<file path="config.mk">
export PLATFORM = sky130hd
export DESIGN_NAME = multicycle_control
export DESIGN_NICKNAME = d
export VERILOG_FILES = /design/src/rtl/mips_pkg.sv /design/src/rtl/mc_output_decode.sv /design/src/rtl/multicycle_control.sv
export SDC_FILE = /design/constraint.sdc
export NUM_CORES = 1
export LEC_CHECK = 0
export BUFFER_PORTS_ARGS = -buffer_cell sky130_fd_sc_hd__buf_2
export CAP_MARGIN = 10
export CORE_ASPECT_RATIO = 0.9
export CORE_UTILIZATION = 51
export CTS_CLUSTER_DIAMETER = 80
export CTS_CLUSTER_SIZE = 40
export DETAILED_ROUTE_END_ITERATION = 6
export GPL_TIMING_DRIVEN = 0
export PLACE_DENSITY = 0.84
export REMOVE_ABC_BUFFERS = 1
export SLEW_MARGIN = 20
export SYNTH_ARGS = -nofsm -noshare
export SYNTH_HDL_FRONTEND = slang
export SYNTH_SLANG_ARGS = --single-unit
</file>
<file path="constraint.sdc">
create_clock -name clk -period 4.9 [get_ports clk]
set_input_delay 0.98 -clock clk [delete_from_list [all_inputs] [get_ports clk]]
set_output_delay 0.98 -clock clk [all_outputs]
set_load 0.005 [all_outputs]
</file>
<file path="src/rtl/mips_pkg.sv">
// Shared definitions for the multicycle MIPS control path: opcodes, ALUOp class codes,
// FSM state encodings, datapath mux select codes and the packed control word.
package mips_pkg;

  localparam logic [5:0] OP_RTYPE = 6'b000000;
  localparam logic [5:0] OP_J     = 6'b000010;
  localparam logic [5:0] OP_JAL   = 6'b000011;
  localparam logic [5:0] OP_BEQ   = 6'b000100;
  localparam logic [5:0] OP_BNE   = 6'b000101;
  localparam logic [5:0] OP_ADDI  = 6'b001000;
  localparam logic [5:0] OP_ANDI  = 6'b001100;
  localparam logic [5:0] OP_ORI   = 6'b001101;
  localparam logic [5:0] OP_LW    = 6'b100011;
  localparam logic [5:0] OP_SW    = 6'b101011;

  // ALUOp class codes; ALUControl decodes exactly these values
  localparam logic [2:0] ALU_ADD   = 3'b000;
  localparam logic [2:0] ALU_SUB   = 3'b001;
  localparam logic [2:0] ALU_ADDI  = 3'b100;
  localparam logic [2:0] ALU_ORI   = 3'b101;
  localparam logic [2:0] ALU_ANDI  = 3'b110;
  localparam logic [2:0] ALU_RTYPE = 3'b111;

  localparam logic [1:0] SRCB_RT      = 2'b00;
  localparam logic [1:0] SRCB_FOUR    = 2'b01;
  localparam logic [1:0] SRCB_IMM     = 2'b10;
  localparam logic [1:0] SRCB_IMM_SH2 = 2'b11;

  localparam logic [1:0] PCSRC_ALU    = 2'b00;
  localparam logic [1:0] PCSRC_ALUOUT = 2'b01;
  localparam logic [1:0] PCSRC_JUMP   = 2'b10;
  localparam logic [1:0] PCSRC_RS     = 2'b11;

  localparam logic [1:0] WB_ALUOUT = 2'b00;
  localparam logic [1:0] WB_MDR    = 2'b01;
  localparam logic [1:0] WB_PC     = 2'b10;

  localparam logic [1:0] DST_RT = 2'b00;
  localparam logic [1:0] DST_RD = 2'b01;
  localparam logic [1:0] DST_RA = 2'b10;

  typedef enum logic [3:0] {
    S_FETCH  = 4'd0,
    S_DECODE = 4'd1,
    S_R_EXEC = 4'd2,
    S_R_WB   = 4'd3,
    S_I_EXEC = 4'd4,
    S_I_WB   = 4'd5,
    S_ADDR   = 4'd6,
    S_MEM_RD = 4'd7,
    S_MEM_WB = 4'd8,
    S_MEM_WR = 4'd9,
    S_BRANCH = 4'd10,
    S_JUMP   = 4'd11,
    S_JAL    = 4'd12
  } state_t;

  typedef struct packed {
    logic       pc_write;
    logic       pc_write_cond;
    logic       i_or_d;
    logic       mem_read;
    logic       mem_write;
    logic       ir_write;
    logic [1:0] mem_to_reg;
    logic [1:0] reg_dst;
    logic       reg_write;
    logic       alu_src_a;
    logic [1:0] alu_src_b;
    logic [1:0] pc_source;
    logic [2:0] alu_op;
    logic       illegal_op;
  } ctrl_t;

  // State following DECODE; S_FETCH doubles as the "unsupported opcode" result
  function automatic state_t decode_next(input logic [5:0] op, input bit enable_jal);
    state_t nxt;
    case (op)
      OP_RTYPE:                  nxt = S_R_EXEC;
      OP_LW, OP_SW:              nxt = S_ADDR;
      OP_BEQ, OP_BNE:            nxt = S_BRANCH;
      OP_J:                      nxt = S_JUMP;
      OP_JAL:                    nxt = enable_jal ? S_JAL : S_FETCH;
      OP_ADDI, OP_ORI, OP_ANDI:  nxt = S_I_EXEC;
      default:                   nxt = S_FETCH;
    endcase
    return nxt;
  endfunction

  function automatic logic [2:0] itype_alu_op(input logic [5:0] op);
    logic [2:0] code;
    case (op)
      OP_ORI:  code = ALU_ORI;
      OP_ANDI: code = ALU_ANDI;
      default: code = ALU_ADDI;
    endcase
    return code;
  endfunction

endpackage

</file>
<file path="src/rtl/mc_output_decode.sv">
// Combinational control-word decode from FSM state, opcodes and the ALU/ALUControl feedback.
// Reset overrides every write enable so a reset mid-instruction cannot commit anything.
module mc_output_decode
  import mips_pkg::*;
#(
  parameter bit ENABLE_JAL = 1'b1
) (
  input  logic       reset,
  input  state_t     state,
  input  logic [5:0] opcode,
  input  logic [5:0] opcode_q,
  input  logic       jump_register,
  input  logic       zero,
  output ctrl_t      ctrl
);

  always_comb begin
    ctrl = '0;
    case (state)
      S_FETCH: begin
        ctrl.mem_read  = 1'b1;
        ctrl.ir_write  = 1'b1;
        ctrl.alu_src_b = SRCB_FOUR;
        ctrl.alu_op    = ALU_ADD;
        ctrl.pc_source = PCSRC_ALU;
        ctrl.pc_write  = 1'b1;
      end
      S_DECODE: begin
        ctrl.alu_src_b  = SRCB_IMM_SH2;
        ctrl.alu_op     = ALU_ADD;
        ctrl.illegal_op = (decode_next(opcode, ENABLE_JAL) == S_FETCH);
      end
      S_R_EXEC: begin
        ctrl.alu_src_a = 1'b1;
        ctrl.alu_src_b = SRCB_RT;
        ctrl.alu_op    = ALU_RTYPE;
        if (jump_register) begin
          ctrl.pc_write  = 1'b1;
          ctrl.pc_source = PCSRC_RS;
        end
      end
      S_R_WB: begin
        ctrl.reg_dst    = DST_RD;
        ctrl.mem_to_reg = WB_ALUOUT;
        ctrl.reg_write  = 1'b1;
      end
      S_I_EXEC: begin
        ctrl.alu_src_a = 1'b1;
        ctrl.alu_src_b = SRCB_IMM;
        ctrl.alu_op    = itype_alu_op(opcode_q);
      end
      S_I_WB: begin
        ctrl.reg_dst    = DST_RT;
        ctrl.mem_to_reg = WB_ALUOUT;
        ctrl.reg_write  = 1'b1;
      end
      S_ADDR: begin
        ctrl.alu_src_a = 1'b1;
        ctrl.alu_src_b = SRCB_IMM;
        ctrl.alu_op    = ALU_ADD;
      end
      S_MEM_RD: begin
        ctrl.i_or_d   = 1'b1;
        ctrl.mem_read = 1'b1;
      end
      S_MEM_WB: begin
        ctrl.reg_dst    = DST_RT;
        ctrl.mem_to_reg = WB_MDR;
        ctrl.reg_write  = 1'b1;
      end
      S_MEM_WR: begin
        ctrl.i_or_d    = 1'b1;
        ctrl.mem_write = 1'b1;
      end
      S_BRANCH: begin
        // Branch decision is resolved here so the datapath sees a plain load strobe
        ctrl.alu_src_a     = 1'b1;
        ctrl.alu_src_b     = SRCB_RT;
        ctrl.alu_op        = ALU_SUB;
        ctrl.pc_source     = PCSRC_ALUOUT;
        ctrl.pc_write_cond = ((opcode_q == OP_BEQ) &&  zero) ||
                             ((opcode_q == OP_BNE) && !zero);
      end
      S_JUMP: begin
        ctrl.pc_source = PCSRC_JUMP;
        ctrl.pc_write  = 1'b1;
      end
      S_JAL: begin
        ctrl.pc_source  = PCSRC_JUMP;
        ctrl.pc_write   = 1'b1;
        ctrl.reg_dst    = DST_RA;
        ctrl.mem_to_reg = WB_PC;
        ctrl.reg_write  = 1'b1;
      end
      default: ;
    endcase

    if (reset) begin
      ctrl.pc_write      = 1'b0;
      ctrl.pc_write_cond = 1'b0;
      ctrl.mem_write     = 1'b0;
      ctrl.ir_write      = 1'b0;
      ctrl.reg_write     = 1'b0;
      ctrl.alu_op        = ALU_ADD;
      ctrl.illegal_op    = 1'b0;
    end
  end

endmodule

</file>
<file path="src/rtl/multicycle_control.sv">
// Multicycle MIPS main control FSM: state register, opcode latch and next-state logic;
// the per-state control word comes from mc_output_decode.
module multicycle_control
  import mips_pkg::*;
#(
  parameter bit ENABLE_JAL = 1'b1
) (
  input  logic       clk,
  input  logic       reset,
  input  logic [5:0] opcode_i,
  input  logic       jump_register_i,
  input  logic       zero_i,
  output logic       pc_write_o,
  output logic       pc_write_cond_o,
  output logic       i_or_d_o,
  output logic       mem_read_o,
  output logic       mem_write_o,
  output logic       ir_write_o,
  output logic [1:0] mem_to_reg_o,
  output logic [1:0] reg_dst_o,
  output logic       reg_write_o,
  output logic       alu_src_a_o,
  output logic [1:0] alu_src_b_o,
  output logic [1:0] pc_source_o,
  output logic [2:0] alu_op_o,
  output logic       illegal_op_o,
  output logic [3:0] state_o
);

  state_t     state;
  state_t     state_next;
  logic [5:0] opcode_q;
  ctrl_t      ctrl;

  always_ff @(posedge clk) begin
    if (reset) begin
      state <= S_FETCH;
    end else begin
      state <= state_next;
    end
  end

  // IR may change after DECODE, so every later state works from this copy
  always_ff @(posedge clk) begin
    if (reset) begin
      opcode_q <= '0;
    end else if (state == S_DECODE) begin
      opcode_q <= opcode_i;
    end
  end

  always_comb begin
    state_next = S_FETCH;
    case (state)
      S_FETCH:  state_next = S_DECODE;
      S_DECODE: state_next = decode_next(opcode_i, ENABLE_JAL);
      S_R_EXEC: state_next = jump_register_i ? S_FETCH : S_R_WB;
      S_I_EXEC: state_next = S_I_WB;
      S_ADDR:   state_next = (opcode_q == OP_LW) ? S_MEM_RD : S_MEM_WR;
      S_MEM_RD: state_next = S_MEM_WB;
      default:  state_next = S_FETCH;
    endcase
  end

  mc_output_decode #(
    .ENABLE_JAL(ENABLE_JAL)
  ) u_output_decode (
    .reset        (reset),
    .state        (state),
    .opcode       (opcode_i),
    .opcode_q     (opcode_q),
    .jump_register(jump_register_i),
    .zero         (zero_i),
    .ctrl         (ctrl)
  );

  assign pc_write_o      = ctrl.pc_write;
  assign pc_write_cond_o = ctrl.pc_write_cond;
  assign i_or_d_o        = ctrl.i_or_d;
  assign mem_read_o      = ctrl.mem_read;
  assign mem_write_o     = ctrl.mem_write;
  assign ir_write_o      = ctrl.ir_write;
  assign mem_to_reg_o    = ctrl.mem_to_reg;
  assign reg_dst_o       = ctrl.reg_dst;
  assign reg_write_o     = ctrl.reg_write;
  assign alu_src_a_o     = ctrl.alu_src_a;
  assign alu_src_b_o     = ctrl.alu_src_b;
  assign pc_source_o     = ctrl.pc_source;
  assign alu_op_o        = ctrl.alu_op;
  assign illegal_op_o    = ctrl.illegal_op;
  assign state_o         = state;

endmodule

</file>
# Word-level counts from Yosys, hierarchy flattened
# Index checks and enable logic that the tools add are counted.
[totals]
register_bits = 10
in_bits = 10
elab_cells = 68
[op_classes]
n_eq_ne = 26
muxes = 24
n_reduce_logical = 16
[ops]
columns = ["cell", "n"]
rows = [
  ["$pmux W4 S6", 2],
  ["$eq A6 B4 Y1 const B", 5],
  ["$eq A6 B3 Y1 const B", 4],
  ["$eq A4 B4 Y1 const B", 5],
  ["$pmux W5 S4", 1],
  ["$eq A6 B6 Y1 const B", 3],
  ["$eq A4 B3 Y1 const B", 4],
  ["$eq A6 B2 Y1 const B", 2],
  ["$mux W4", 3],
  ["$pmux W2 S3", 2],
  ["$reduce_or A2 Y1", 6],
  ["$mux W1", 9],
  ["$pmux W3 S3", 1],
  ["$eq A4 B2 Y1 const B", 2],
  ["$logic_not A4 Y1", 2],
  ["$mux W2", 4],
  ["$logic_not A6 Y1", 1],
  ["$reduce_or A3 Y1", 2],
  ["$eq A4 B1 Y1 const B", 1],
  ["$pmux W2 S2", 1],
  ["$reduce_or A4 Y1", 1],
  ["$logic_and A1 B1 Y1", 2],
  ["$pmux W1 S2", 1],
  ["$logic_not A1 Y1", 1],
  ["$logic_or A1 B1 Y1", 1],
]

# Logic depth before layout (Yosys ltp)
[depth]
ltp_word = 7
depth_mapped = 5
ltp_nobuf = 4

# Modules after synthesis
# Synthesis repeated with hierarchy kept, for this count alone.
[unflattened]
cells_unflattened = 119
area_unflattened_um2 = 875.8
[modules_own_cells]
columns = ["mod", "n_inst", "cells_per_inst", "area_per_inst_um2", "seq_area_each_um2"]
rows = [
  ["multicycle_control", 1, 55, 503.0, 200.2],
  ["mc_output_decode", 1, 64, 372.9, 0.0],
]

# Least setup slack after synthesis
# No wires, ideal clock.
[synth_path]
path_type = "in2out"
from = "input opcode_i[0]"
to = "output illegal_op_o"
arrival_ps = 1616
path_slack_ps = 2304
cell_stages = 4
n_path_buf = 0
cell_sequence = "and2_1 > o21ai_0 > a21oi_1 > nor4_1"
[synth_via]
elab_chain_len = 7
word_cells_on_any_way = 18
cone_classes = "eq/ne (9); mux (4); reduce/logical (5)"
[synth_lines]
columns = ["element", "line", "text"]
rows = [
  ["from (decl)", "multicycle_control.sv:10", "input logic [5:0] opcode_i,"],
  ["$eq A6 B4 Y1 (tied with other cells)", "mips_pkg.sv:78", "case (op)"],
  ["$reduce_or A3 Y1 or $reduce_or A2 Y1 (tied branches)", "mips_pkg.sv:78", ""],
  ["$pmux W4 S6 *", "mips_pkg.sv:78", ""],
  ["$mux W4 *", "mc_output_decode.sv:19", "case (state)"],
  ["$logic_not A4 Y1 *", "mc_output_decode.sv:31", "ctrl.illegal_op = (decode_next(opcode, ENABLE_JAL) == S_FETCH);"],
  ["$mux W1 *", "mc_output_decode.sv:19", ""],
  ["$mux W4 *", "mc_output_decode.sv:98", "if (reset) begin"],
  ["to (decl)", "multicycle_control.sv:26", "output logic illegal_op_o,"],
]
# Every way passes the cells marked *; elsewhere a longest branch is shown, timed or not. The select of a mux whose other input is x is not followed.

# Final worst setup path
# Same ends and word-level chain as after synthesis.

==> metrics.txt <==
fraction of synthesized cell area taken by the top area cell type=23.5%; area taken by flip-flops and latches=about 200 µm²; clk_skew=0.00381 ns; Hold Buf Count CTS=0; final worst path period share=approximately 60%; Worst Hold Depth=2; Inserted Clock Buffers=3; iteration-0 DRC count of the detailed router=26; number of levels in the clock H-tree=1; number of setup buffers added after CTS=0; Most used DFF post-synth=sky130_fd_sc_hd__dfxtp_1; crit path launch type=primary input; reported leakage power=around 0.00047 µW; clock tree from TritonCTS=done; Post-DP HPWL=1500 µm; number of synthesized register bits=10; buffer depth of the longest clock path=2; Remaining DRCs=0; Cell Pwr Density=206 nW/µm²; worst hold path type=flip-flop to flip-flop; critical path peak fanout=6; gate count after technology mapping=120; top-level I/O count=34; detailed-router iteration count before antenna repair=4; number of placement rows=13; largest cells by area after synthesis=sky130_fd_sc_hd__dfxtp_1, sky130_fd_sc_hd__nand2_1, sky130_fd_sc_hd__a21oi_1, sky130_fd_sc_hd__nor2_1, sky130_fd_sc_hd__nor4b_1; worst-skew pair later-pin latency=0.27 ns; async set-reset flop share out of synthesis=0%; fillers=146; floorplan core area=1500 µm²; layout-stage area growth over the synthesis result=21.5%; Avg Cell Area, Syn=7.09 µm²; VDD IR-drop max=0.140 mV; warnings from Yosys=0; post-layout total power=about 210 µW; most numerous cell in the Yosys netlist=sky130_fd_sc_hd__nand2_1; first-pass GRT wire length=3060 µm; data arrival at the endpoint of the critical path=1.88 ns; most used cell, CP=sky130_fd_sc_hd__buf_2; post-synthesis sequential area ratio=23.5%; sum of negative setup slack=0 ns; initial antenna violation count=0; endpoints failing setup=0; via count of the first global-routing pass=around 700; proportion of layout cells with a drive suffix above 1=28.4%; count of final max-slew check failures=0; leftover overflow at the end of global routing=0; clock slew at reported path FFs=0.06 ns; initial core utilization=56.9%; Port-buffer cells=33; worst path required time=just under 4 ns; transition at the pin with the smallest max-transition slack=0.685 ns; max-capacitance violation count=0; commonest cells in the netlist=sky130_fd_sc_hd__nand2_1, sky130_fd_sc_hd__nor2_1, sky130_fd_sc_hd__a21oi_1, sky130_fd_sc_hd__dfxtp_1, sky130_fd_sc_hd__clkbuf_1; crit path kind=primary input to primary output; Multi-input gate area=597 µm²; Highest Clock Rate=0.349 GHz; number of gates given a new drive strength after cts=0; Die Wd=45.1 µm; Nets=159; final hold violation count=0; minimum clock period=2.86 ns; Routed Wire Length=2010 µm; final antenna-violating net count=0; Die Footprint=roughly 1800 µm²; WL/cell=about 12 µm; critical path, cell by cell=buf_2 > and2_1 > o21ai_0 > a21oi_1 > nor4_1 > buf_2; RSZ-0062 raised after global routing=no; Yosys cell types=41; outcome=completed; via density per instance=around 5.7; global placer's final weighted congestion=0.809; slowest CP cell=sky130_fd_sc_hd__nor4_1; worst reg-to-reg path cell count=4; Slew headroom=54.3%; count of flip-flops with a built-in enable after synthesis=0; Antenna diodes=0; # clock sinks=10; post-synthesis instance area=approximately 850 µm²; library cell with the largest summed area after synthesis=sky130_fd_sc_hd__dfxtp_1; Critical Path Sink Type=primary output; longest individual stage delay on the worst path=0.24 ns; pin count of the biggest net entering global routing=22; vertical extent of the die=40.8 µm; total via count after detailed routing=962; overall routing resource usage=23.3%; CTS Root Cell=sky130_fd_sc_hd__clkbuf_4
[power breakdown]
part           internal (µW)  leakage [µW]  switching [µW]
clock                   45.1     0.0000210            27.9
combinational           21.7      0.000368            24.1
sequential              85.8     0.0000818            8.52
[per-stage QoR]
step / hold slack, ns / util, % / std cells / worst slack (ns) / cell area, µm²
5_1_grt: 0.497 / 69.1 / 170 / 1.92 / 1030
3_3_place_gp: 0.453 / 66.6 / 166 / 2.05 / 997
2_1_floorplan: 0.433 / - / 111 / 2.30 / 805
4_1_cts: 0.474 / 69.1 / 170 / 2.03 / 1030
6_report: 0.473 / 69.1 / 170 / 2.04 / 1030
3_5_place_dp: 0.465 / 66.6 / 166 / 2.03 / 997
[cell type report]
| cell class | instances | area share (%) |
|---|---|---|
| inverters | 2 | 0.726 |
| clock buffers | 4 | 3.51 |
| repair buffers | 33 | 16.0 |
| well taps | 22 | 2.66 |
| flip-flops and latches | 10 | 19.4 |
| multi-input cells | 99 | 57.7 |
[cells by family (layout without fill, tap and decap cells)]
group / after synthesis / after routing / share of synthesized area [%]
xor+xnor: 2 / 2 / 2.06
mux: 2 / 2 / 2.35
flops: 10 / 10 / 23.5
simple gates: 66 / 66 / 43.5
buf+inv: 11 / 39 / 6.32
compound gates: 29 / 29 / 22.2
[critical path: cells and delay by family]
kind	cells	cell delay [ns]
compound gates	2	0.22
buf+inv	2	0.28
simple gates	2	0.39
[metal layers]
metal / global-route usage, % / wire length (µm)
met1: 29.2 / 976
met2: 39.9 / 890
met3: 2.64 / 106
met4: 12.1 / 36
met5: 0 / 0
[final timing paths]
path,to,startpoint,slack [ns]
max,illegal_op_o,opcode_i[0],2.04
min,opcode_q[2],opcode_q[2],0.47
max reg2reg,state_o[0],state_o[0],3.00
min reg2reg,opcode_q[2],opcode_q[2],0.47
[flip-flops by register name (all words and copies together) (netlist names)]
signal	cells
opcode_q	6
state_o	4
[placed cells by master (no fill, tap or decap), types with 2 or more instances in the layout]
cell / count
sky130_fd_sc_hd__a211oi_1: 2
sky130_fd_sc_hd__a21oi_1: 11
sky130_fd_sc_hd__and2_1: 3
sky130_fd_sc_hd__and3_1: 2
sky130_fd_sc_hd__buf_2: 33
sky130_fd_sc_hd__clkbuf_4: 3
sky130_fd_sc_hd__dfxtp_1: 10
sky130_fd_sc_hd__inv_1: 2
sky130_fd_sc_hd__mux2i_1: 2
sky130_fd_sc_hd__nand2_1: 18
sky130_fd_sc_hd__nand2b_1: 2
sky130_fd_sc_hd__nand3_1: 2
sky130_fd_sc_hd__nand3b_1: 2
sky130_fd_sc_hd__nand4b_1: 2
sky130_fd_sc_hd__nor2_1: 14
sky130_fd_sc_hd__nor2b_1: 4
sky130_fd_sc_hd__nor3_1: 3
sky130_fd_sc_hd__nor4_1: 2
sky130_fd_sc_hd__nor4b_1: 3
sky130_fd_sc_hd__o21a_1: 3
sky130_fd_sc_hd__o21ai_0: 4
sky130_fd_sc_hd__o31a_1: 2
sky130_fd_sc_hd__or3_1: 2
sky130_fd_sc_hd__xor2_1: 2
Note: power is estimated with default switching activity, not from simulation.
